--- src/rtl/uart_sched_pkg.sv ---
// Shared types and default parameters for the UART transmit scheduler.
package uart_sched_pkg;

  localparam int DEF_NUM_REQ        = 4;
  localparam int DEF_MAX_MSG_LEN    = 64;
  localparam int DEF_ACCEPT_TIMEOUT = 4;

  // ARB: looking for a requester; SEND: grant held, waiting for a byte and an
  // idle transmitter; WAIT_ACCEPT: start pulse issued, waiting for tx_ready to
  // fall; WAIT_DONE: frame on the line, waiting for tx_ready to return.
  typedef enum logic [1:0] {
    ARB         = 2'd0,
    SEND        = 2'd1,
    WAIT_ACCEPT = 2'd2,
    WAIT_DONE   = 2'd3
  } state_t;

endpackage

--- src/rtl/rr_arbiter.sv ---
// Combinational round-robin select: the first set bit of req searching upward
// from (last_grant + 1) mod NUM_REQ, wrapping around. The last winner is
// therefore always the lowest priority.
module rr_arbiter #(
  parameter  int NUM_REQ = 4,
  localparam int IW      = $clog2(NUM_REQ)
) (
  input  logic [NUM_REQ-1:0] req,
  input  logic [IW-1:0]      last_grant,
  output logic               any,
  output logic [IW-1:0]      idx
);

  logic [IW-1:0] cand;

  // Walk the candidates in priority order and keep the first requester found.
  always_comb begin
    any  = 1'b0;
    idx  = '0;
    cand = '0;
    for (int i = 1; i <= NUM_REQ; i++) begin
      cand = IW'((int'(last_grant) + i) % NUM_REQ);
      if (!any && req[cand]) begin
        any = 1'b1;
        idx = cand;
      end
    end
  end

endmodule

--- src/rtl/uart_tx_scheduler.sv ---
// Shares one UART transmitter between NUM_REQ byte-stream requesters. The
// grant is taken round-robin and held for a whole message (or MAX_MSG_LEN
// bytes), so messages never interleave on the line.
//
// Handshakes: a byte moves from requester i when req_valid[i] && req_ready[i]
// are both high at a rising clk edge; req_ready[i] is asserted only for the
// granted requester, only in SEND, and only while tx_ready is high, and
// req_valid/req_data/req_last must be held until that edge. The transmitter
// side is a one-cycle tx_send pulse with tx_data held until tx_ready returns.
module uart_tx_scheduler
  import uart_sched_pkg::*;
#(
  parameter  int NUM_REQ        = DEF_NUM_REQ,
  parameter  int MAX_MSG_LEN    = DEF_MAX_MSG_LEN,
  parameter  int ACCEPT_TIMEOUT = DEF_ACCEPT_TIMEOUT,
  localparam int IW             = $clog2(NUM_REQ)
) (
  input  logic                 clk,
  input  logic                 reset_n,
  input  logic [NUM_REQ-1:0]   req_valid,
  input  logic [NUM_REQ*8-1:0] req_data,
  input  logic [NUM_REQ-1:0]   req_last,
  output logic [NUM_REQ-1:0]   req_ready,
  output logic                 tx_send,
  output logic [7:0]           tx_data,
  input  logic                 tx_ready,
  output logic [IW-1:0]        grant_id,
  output logic                 busy,
  output logic                 err_accept,
  output logic                 err_trunc,
  output logic [1:0]           state_dbg
);

  localparam int AW = $clog2(ACCEPT_TIMEOUT + 1);

  state_t        state;
  state_t        state_next;
  logic [IW-1:0] g;
  logic [IW-1:0] last_grant;
  logic [7:0]    byte_cnt;
  logic          last_q;
  logic [AW-1:0] acc_cnt;

  logic          arb_any;
  logic [IW-1:0] arb_idx;
  logic          grant_load;
  logic          byte_take;
  logic          release_grant;
  logic          accept_fail;
  logic          trunc;

  rr_arbiter #(
    .NUM_REQ (NUM_REQ)
  ) u_arb (
    .req        (req_valid),
    .last_grant (last_grant),
    .any        (arb_any),
    .idx        (arb_idx)
  );

  // State register.
  always_ff @(posedge clk or negedge reset_n) begin
    if (!reset_n) state <= ARB;
    else          state <= state_next;
  end

  // Next-state logic, the combinational req_ready and datapath strobes.
  always_comb begin
    state_next    = state;
    req_ready     = '0;
    grant_load    = 1'b0;
    byte_take     = 1'b0;
    release_grant = 1'b0;
    accept_fail   = 1'b0;
    trunc         = 1'b0;
    case (state)
      ARB: begin
        if (arb_any) begin
          grant_load = 1'b1;
          state_next = SEND;
        end
      end
      SEND: begin
        if (tx_ready && req_valid[g]) begin
          req_ready[g] = 1'b1;
          byte_take    = 1'b1;
          state_next   = WAIT_ACCEPT;
        end
      end
      WAIT_ACCEPT: begin
        if (!tx_ready) begin
          state_next = WAIT_DONE;
        end else if (acc_cnt == AW'(ACCEPT_TIMEOUT - 1)) begin
          // Transmitter never went busy: give up on this message.
          accept_fail   = 1'b1;
          release_grant = 1'b1;
          state_next    = ARB;
        end
      end
      WAIT_DONE: begin
        if (tx_ready) begin
          if (last_q || byte_cnt == 8'(MAX_MSG_LEN)) begin
            release_grant = 1'b1;
            trunc         = !last_q;
            state_next    = ARB;
          end else begin
            state_next = SEND;
          end
        end
      end
      default: state_next = ARB;
    endcase
  end

  // Grant, byte capture, accept-timeout counter and sticky error flags.
  always_ff @(posedge clk or negedge reset_n) begin
    if (!reset_n) begin
      g          <= '0;
      last_grant <= IW'(NUM_REQ - 1);
      byte_cnt   <= '0;
      last_q     <= 1'b0;
      acc_cnt    <= '0;
      tx_send    <= 1'b0;
      tx_data    <= '0;
      err_accept <= 1'b0;
      err_trunc  <= 1'b0;
    end else begin
      tx_send <= byte_take;
      if (grant_load) begin
        g        <= arb_idx;
        byte_cnt <= '0;
      end
      if (byte_take) begin
        tx_data  <= req_data[{g, 3'b000} +: 8];
        last_q   <= req_last[g];
        byte_cnt <= byte_cnt + 8'd1;
        acc_cnt  <= '0;
      end else if (state == WAIT_ACCEPT && tx_ready) begin
        acc_cnt <= acc_cnt + 1'b1;
      end
      if (release_grant) last_grant <= g;
      if (accept_fail)   err_accept <= 1'b1;
      if (trunc)         err_trunc  <= 1'b1;
    end
  end

  assign grant_id  = g;
  assign busy      = (state != ARB);
  assign state_dbg = state;

endmodule
--- config.mk ---
export PLATFORM = sky130hd
export DESIGN_NAME = uart_tx_scheduler
export DESIGN_NICKNAME = d
export VERILOG_FILES = /design/src/rtl/uart_sched_pkg.sv /design/src/rtl/rr_arbiter.sv /design/src/rtl/uart_tx_scheduler.sv
export SDC_FILE = /design/constraint.sdc
export NUM_CORES = 1
export LEC_CHECK = 0
export BUFFER_PORTS_ARGS = -buffer_cell sky130_fd_sc_hd__buf_2
export CAP_MARGIN = 20
export CORE_MARGIN = 2
export CORE_UTILIZATION = 44
export DETAILED_ROUTE_END_ITERATION = 16
export PLACE_DENSITY = 0.76
export SLEW_MARGIN = 15
export SYNTH_ARGS = -nofsm -noshare
export SYNTH_HDL_FRONTEND = slang
export SYNTH_SLANG_ARGS = --single-unit
--- constraint.sdc ---
create_clock -name clk -period 1.8 [get_ports clk]
set_clock_uncertainty 0.2 [all_clocks]
set_input_delay 0.36 -clock clk [delete_from_list [all_inputs] [get_ports clk]]
set_output_delay 0.36 -clock clk [all_outputs]
set_load 0.005 [all_outputs]
==> results of run 1 <==
critical path, stage by stage (launching register included):
cell and delay, ps:
sky130_fd_sc_hd__dfrtp_1 380, sky130_fd_sc_hd__mux4_2 530, sky130_fd_sc_hd__nand2_2 90, sky130_fd_sc_hd__inv_2 40, sky130_fd_sc_hd__and3_4 140, sky130_fd_sc_hd__buf_6 110
power groups by stage:
| stage | combinational [mW] | sequential [mW] | clock, mW |
|---|---|---|---|
| CTS | 1.48 | 1.04 | 0.547 |
| detailed placement | 1.32 | 1.06 | 0 |
| floorplan | 0.855 | 1.05 | 0 |
| global placement | 1.29 | 1.05 | 0 |
| global route | 1.70 | 1.08 | 0.572 |
| finish | 1.55 | 1.05 | 0.533 |
stage by stage:
stage                     total power, mW  hold WS [ps]
after floorplan                      1.91          -136
after global placement               2.34           220
after detailed placement             2.37           232
after CTS                            3.07           262
after global routing                 3.35           293
final                                3.13           260
synth_stat cells (4+ instances only):
library cell               count  share of area [%]
sky130_fd_sc_hd__dfrtp_1      27                 40
sky130_fd_sc_hd__nor2_1        9                2.0
sky130_fd_sc_hd__buf_2         5                1.5
sky130_fd_sc_hd__nand3_1       8                2.4
sky130_fd_sc_hd__nand2_1      42                9.4
sky130_fd_sc_hd__o21ai_0       6                1.8
sky130_fd_sc_hd__mux4_1        5                7.8
sky130_fd_sc_hd__mux4_2        5                6.7
sky130_fd_sc_hd__nand2b_1      4                1.5
sky130_fd_sc_hd__inv_1         5                1.1
sky130_fd_sc_hd__ha_1          4                3.0
sky130_fd_sc_hd__a21oi_1       4                1.2
state kept, by name (all words and copies together), names as in the netlist:
signal,count
err_trunc,1
tx_send,1
acc_cnt,3
last_q,1
tx_data,8
err_accept,1
byte_cnt,8
state_dbg,2
last_grant,2
grant_id,2
repair_timing:
item / CTS / global route
endpoints found under the setup margin: 12 / 20
gates resized for setup: 13 / 6
endpoints found under the hold margin: 27 / 0
pin swaps: 5 / 4
hold buffers: 1 / 0
buffers inserted: 3 / 2
path summary, 6_finish.rpt:
check                           slack [ps]  cells past startpoint                     from                 endpoint
min in group asynchronous              470                      2                  reset_n  byte_cnt[1]$_DFFE_PN0P_
worst min register to register         260                      1   err_accept$_DFFE_PN0P_   err_accept$_DFFE_PN0P_
max in group asynchronous              500                      2                  reset_n        tx_send$_DFF_PN0_
worst max-delay path                  -330                      5  grant_id[0]$_DFFE_PN0P_             req_ready[3]
worst max register to register         -70                      6  grant_id[0]$_DFFE_PN0P_  byte_cnt[6]$_DFFE_PN0P_
worst min-delay path                   260                      1   err_accept$_DFFE_PN0P_   err_accept$_DFFE_PN0P_
per-layer routing:
metal  up-vias  global-route usage, %
met4         0                   9.90
met2        61                   39.0
met1       764                   26.1
met5         -                      0
li1        768                      -
met3        13                   5.96
logic make-up after synthesis:
kind of cell / count (synthesis) / synth area share, %
AOI/OAI and AO/OA: 21 / 8.12
xor gates and xnor gates: 1 / 0.522
adders and majority gates: 4 / 2.98
buffers and inverters: 14 / 4.40
DFF: 29 / 43.4
muxes: 14 / 17.1
and+or+nand+nor: 83 / 23.5
final cells by class:
| class | instances | area (um^2) |
|---|---|---|
| Fill cell | 271 | 1270 |
| Multi-Input combinational cell | 123 | 937 |
| Sequential cell | 29 | 728 |
| Timing Repair Buffer | 90 | 564 |
| Clock buffer | 7 | 86.3 |
| Tap cell | 48 | 60.1 |
| Inverter | 5 | 18.8 |
==> results.json, run 1 <==
{
  "outcome": "finished, violations left",
  "violations": "negative setup slack",
  "worstSetupEndpointType": "primary output",
  "timing.final.hold_violations": 0,
  "drt_iter0_markers": 28,
  "drt_wl_total_um": 4350,
  "finalCoreUtilization_pct": 65.4,
  "post-route-drc-count": 0,
  "syn_area_per_cell_um2": 10.1,
  "crit_arrival_ps": 1570,
  "total_leakage_power_nw": 1.24,
  "final_min_period_over_clock_period_pct": 118,
  "layout_setup_ws_ps": -330,
  "synth_enable_flop_cells": 0,
  "timing.final.max_slew_violations": 0,
  "power.share.clock_pct": 17.0,
  "rsz0062_at_grt": "yes",
  "wire_per_inst_um": 14.4,
  "setup-violations-final": 12,
  "fraction_of_registers_with_async_set_reset_pct": 100,
  "cts-root-to-sink-buffers": 2,
  "worst_skew_late_latency_ps": 280,
  "port-buffer-count": 62,
  "place.detailed.hpwl_um": 3220,
  "p_sw_mw": 1.12,
  "met2_length_um": 2210,
  "power.density_nw_per_um2": 1310,
  "timing.setup.critical_path_class": "register to primary output",
  "critical_path_required_ps": 1240,
  "post-route-cell-area_um2": 2390,
  "via_per_inst": 5.32,
  "post_synth_instance_area_um2": 1680,
  "ys_seq_area_share_pct": 43.4,
  "initial_utilization_pct": 45.9,
  "highest_layer": "met4",
  "n_antenna_cell": 0,
  "area_growth_pct": 42.6,
  "drtPass1Iterations": 4,
  "min_period_ps": 2130,
  "antenna_found_initial": 0,
  "die_y_um": 65.8,
  "chip_width_um": 65.8,
  "cell_internal_pwr_mw": 2.01,
  "clkSlewWorstSetupHoldPaths_ps": 60,
  "detailroute.via_count": 1606,
  "post_synthesis_net_count": 213,
  "met1_length_um": 1740,
  "core_region_area_um2": 3660,
  "tightest_slew_ps": 666,
  "synthesis.yosys.warnings": 0,
  "timing.fmax_mhz": 469,
  "rows": 22,
  "synthesis.instances": 166,
  "clock-root-buffer": "sky130_fd_sc_hd__clkbuf_8",
  "irDropWorstVdd_uv": 1050,
  "io_pins": 63,
  "first_pass_grt_wire_length_um": 7190,
  "final_common_cell": "sky130_fd_sc_hd__buf_2",
  "timing.hold.worst.class": "register to register",
  "pre_cts_ws_ps": -114,
  "grt.overflow.total": 0,
  "gr-usage-all-layers_pct": 22.5,
  "htree_num_levels": 2,
  "switching_share_pct": 35.9,
  "clkSinkCount": 29,
  "grt_start_max_net_pins": 30,
  "dp.cells": 289,
  "synth_ff_type": "sky130_fd_sc_hd__dfrtp_1",
  "synth.ff_latch_count": 29,
  "worst_setup_path_start_kind": "register",
  "final_cell_mix": "61 x sky130_fd_sc_hd__buf_2, 42 x sky130_fd_sc_hd__nand2_1, 27 x sky130_fd_sc_hd__dfrtp_1, 20 x sky130_fd_sc_hd__buf_4, 9 x sky130_fd_sc_hd__nor2_1",
  "cap_violations": 0,
  "comb_power_share_pct": 49.4,
  "layout-drive-gt1-share_pct": 45.7,
  "final-instance-count-excl-fill": 302,
  "synth_cell_type_count": 40,
  "max_slew_margin_pct": 55.6,
  "floorplan.die_area_um2": 4330,
  "first_global_vias": 1552,
  "route.met3.wl_um": 285,
  "finalNetCount": 301,
  "pwr-share-seq_pct": 33.5,
  "cts_tree": "built",
  "placed_area_um2": 2170,
  "route.antenna.remaining_nets": 0,
  "totalNegativeSetupSlack_ps": -1250,
  "routabilityCongestion": 0.854,
  "worst-path-max-fanout": 3,
  "cts-buffers-inserted": 5
}
(Power assumes the default switching activity.)
==> run 2, diff against run 1 <==
PLACE_DENSITY = default   (was 0.76)
PLACE_DENSITY_LB_ADDON = 0.1   (was default)
==> results.json, run 2 (synthesized netlist as in run 1, its figures left out) <==
{
  "cap_violations": 0,
  "floorplan.die_area_um2": 4330,
  "antenna_found_initial": 0,
  "first_pass_grt_wire_length_um": 7920,
  "layout-drive-gt1-share_pct": 58.7,
  "critical-path-max-stage-delay_ps": 530,
  "timing.final.max_slew_violations": 0,
  "place.detailed.hpwl_um": 3310,
  "timing.critical_path.cells": "mux4_2 > nand2_2 > inv_2 > and3_4 > buf_6",
  "power.density_nw_per_um2": 1360,
  "clock-root-buffer": "sky130_fd_sc_hd__clkbuf_8",
  "die_y_um": 65.8,
  "initial_utilization_pct": 45.9,
  "pre_cts_ws_ps": -155,
  "reg_top3": "byte_cnt (8), tx_data (8), acc_cnt (3)",
  "detailroute.via_count": 1715,
  "tightest_slew_ps": 667,
  "timing.hold.worst.class": "input pin to register",
  "clkSlewWorstSetupHoldPaths_ps": 60,
  "timing.setup.critical_path_class": "register to primary output",
  "max_slew_margin_pct": 55.5,
  "crit_arrival_ps": 1590,
  "grt_start_max_net_pins": 30,
  "post-route-drc-count": 0,
  "worst-path-max-fanout": 3,
  "worst_skew_late_latency_ps": 280,
  "switching_share_pct": 36.8,
  "timing.fmax_mhz": 466,
  "route.antenna.remaining_nets": 0,
  "min_period_ps": 2150,
  "comb_power_share_pct": 55.1,
  "violations": "negative setup slack",
  "p_sw_mw": 1.36,
  "via_per_inst": 5.38,
  "n_antenna_cell": 0,
  "io_pins": 63,
  "drt_iter0_markers": 75,
  "layout_setup_ws_ps": -348,
  "worst_setup_path_start_kind": "register",
  "cts_tree": "built",
  "final_cell_mix": "61 x sky130_fd_sc_hd__buf_2, 28 x sky130_fd_sc_hd__nand2_1, 28 x sky130_fd_sc_hd__buf_4, 27 x sky130_fd_sc_hd__dfrtp_1, 12 x sky130_fd_sc_hd__nand2_2",
  "worst_path_max_delay_cell": "sky130_fd_sc_hd__mux4_2",
  "grt.overflow.total": 0,
  "power.share.clock_pct": 16.3,
  "wire_per_inst_um": 16.3,
  "setup-violations-final": 25,
  "routabilityCongestion": 0.781,
  "outcome": "finished, violations left",
  "finalNetCount": 317,
  "total_power_mw": 3.70,
  "port-buffer-count": 62,
  "irDropWorstVdd_uv": 803,
  "timing.final.hold_violations": 0,
  "pwr-share-seq_pct": 28.7,
  "total_leakage_power_nw": 1.40,
  "clkSinkCount": 29,
  "first_global_vias": 1762,
  "chip_width_um": 65.8,
  "htree_num_levels": 2,
  "final_min_period_over_clock_period_pct": 119,
  "core_region_area_um2": 3660,
  "area_growth_pct": 61.6,
  "cts-root-to-sink-buffers": 2,
  "cell_internal_pwr_mw": 2.34,
  "drtPass1Iterations": 4,
  "gr-usage-all-layers_pct": 24.5,
  "worstSetupEndpointType": "primary output",
  "final_common_cell": "sky130_fd_sc_hd__buf_2",
  "placed_area_um2": 2180,
  "rsz0062_at_grt": "yes",
  "cts-buffers-inserted": 5,
  "critical_path_required_ps": 1240,
  "post-route-cell-area_um2": 2710,
  "rows": 22,
  "drt_wl_total_um": 5210
}
## run 2: critical path: cells and delay by family (launching register included)
| family | cells | cell delay (ps) |
|---|---|---|
| multiplexers | 1 | 530 |
| flip-flops | 1 | 370 |
| buffers and inverters | 2 | 160 |
| AND/OR/NAND/NOR | 2 | 240 |
## run 2: layout make-up
type,instances,area [um^2]
multi-input cells,123,1050
fillers,251,947
repair buffers,106,754
flip-flops and latches,29,728
clock buffers,7,96.3
well taps,48,60.1
inverters,5,18.8
clock inverters,1,5.00
## run 2: metal layers
metal | part of all wire (%) | global-route usage [%] | vias to the layer above
met2 | 53 | 44.6 | 59
met5 | 0 | 0 | -
met1 | 40 | 27.5 | 841
li1 | - | - | 805
met3 | 5.2 | 6.30 | 10
met4 | 1.7 | 8.33 | 0
## run 2: final timing paths
| check | from | end | slack, ps | cells past startpoint |
|---|---|---|---|---|
| worst max-delay path | grant_id[0]$_DFFE_PN0P_ | req_ready[3] | -350 | 5 |
| worst min-delay path | req_valid[0] | state_dbg[0]$_DFFE_PN0P_ | 260 | 4 |
| worst max register to register | grant_id[0]$_DFFE_PN0P_ | byte_cnt[7]$_DFFE_PN0P_ | -230 | 7 |
| worst min register to register | err_accept$_DFFE_PN0P_ | err_accept$_DFFE_PN0P_ | 270 | 1 |
| max in group asynchronous | reset_n | byte_cnt[6]$_DFFE_PN0P_ | 530 | 2 |
| min in group asynchronous | reset_n | tx_data[3]$_DFFE_PN0P_ | 440 | 2 |
## run 2: timing repair
| item | CTS | global route |
|---|---|---|
| setup buffers | 12 | 7 |
| gates cloned | 1 | 0 |
| endpoints found under the setup margin | 10 | 30 |
| hold buffers | 1 | 0 |
| endpoints found under the hold margin | 27 | 0 |
| pin swaps | 10 | 12 |
| resized for setup | 25 | 42 |
## run 2: stage by stage
stage / utilization, % / hold WS (ps) / cells / setup TNS, ps
after floorplan: - / -136 / 166 / -462
after global placement: 59.7 / 217 / 291 / -786
after detailed placement: 59.7 / 230 / 291 / -982
after CTS: 69.4 / 219 / 313 / -1950
after global routing: 74.1 / 288 / 319 / -5110
final: 74.1 / 261 / 319 / -3640
## run 2: power groups by stage
stage | sequential (mW) | clock (mW) | combinational, mW
3_3_place_gp | 1.04 | 0 | 1.30
3_5_place_dp | 1.06 | 0 | 1.34
6_report | 1.06 | 0.602 | 2.04
2_1_floorplan | 1.05 | 0 | 0.855
5_1_grt | 1.09 | 0.646 | 2.22
4_1_cts | 1.05 | 0.610 | 1.71
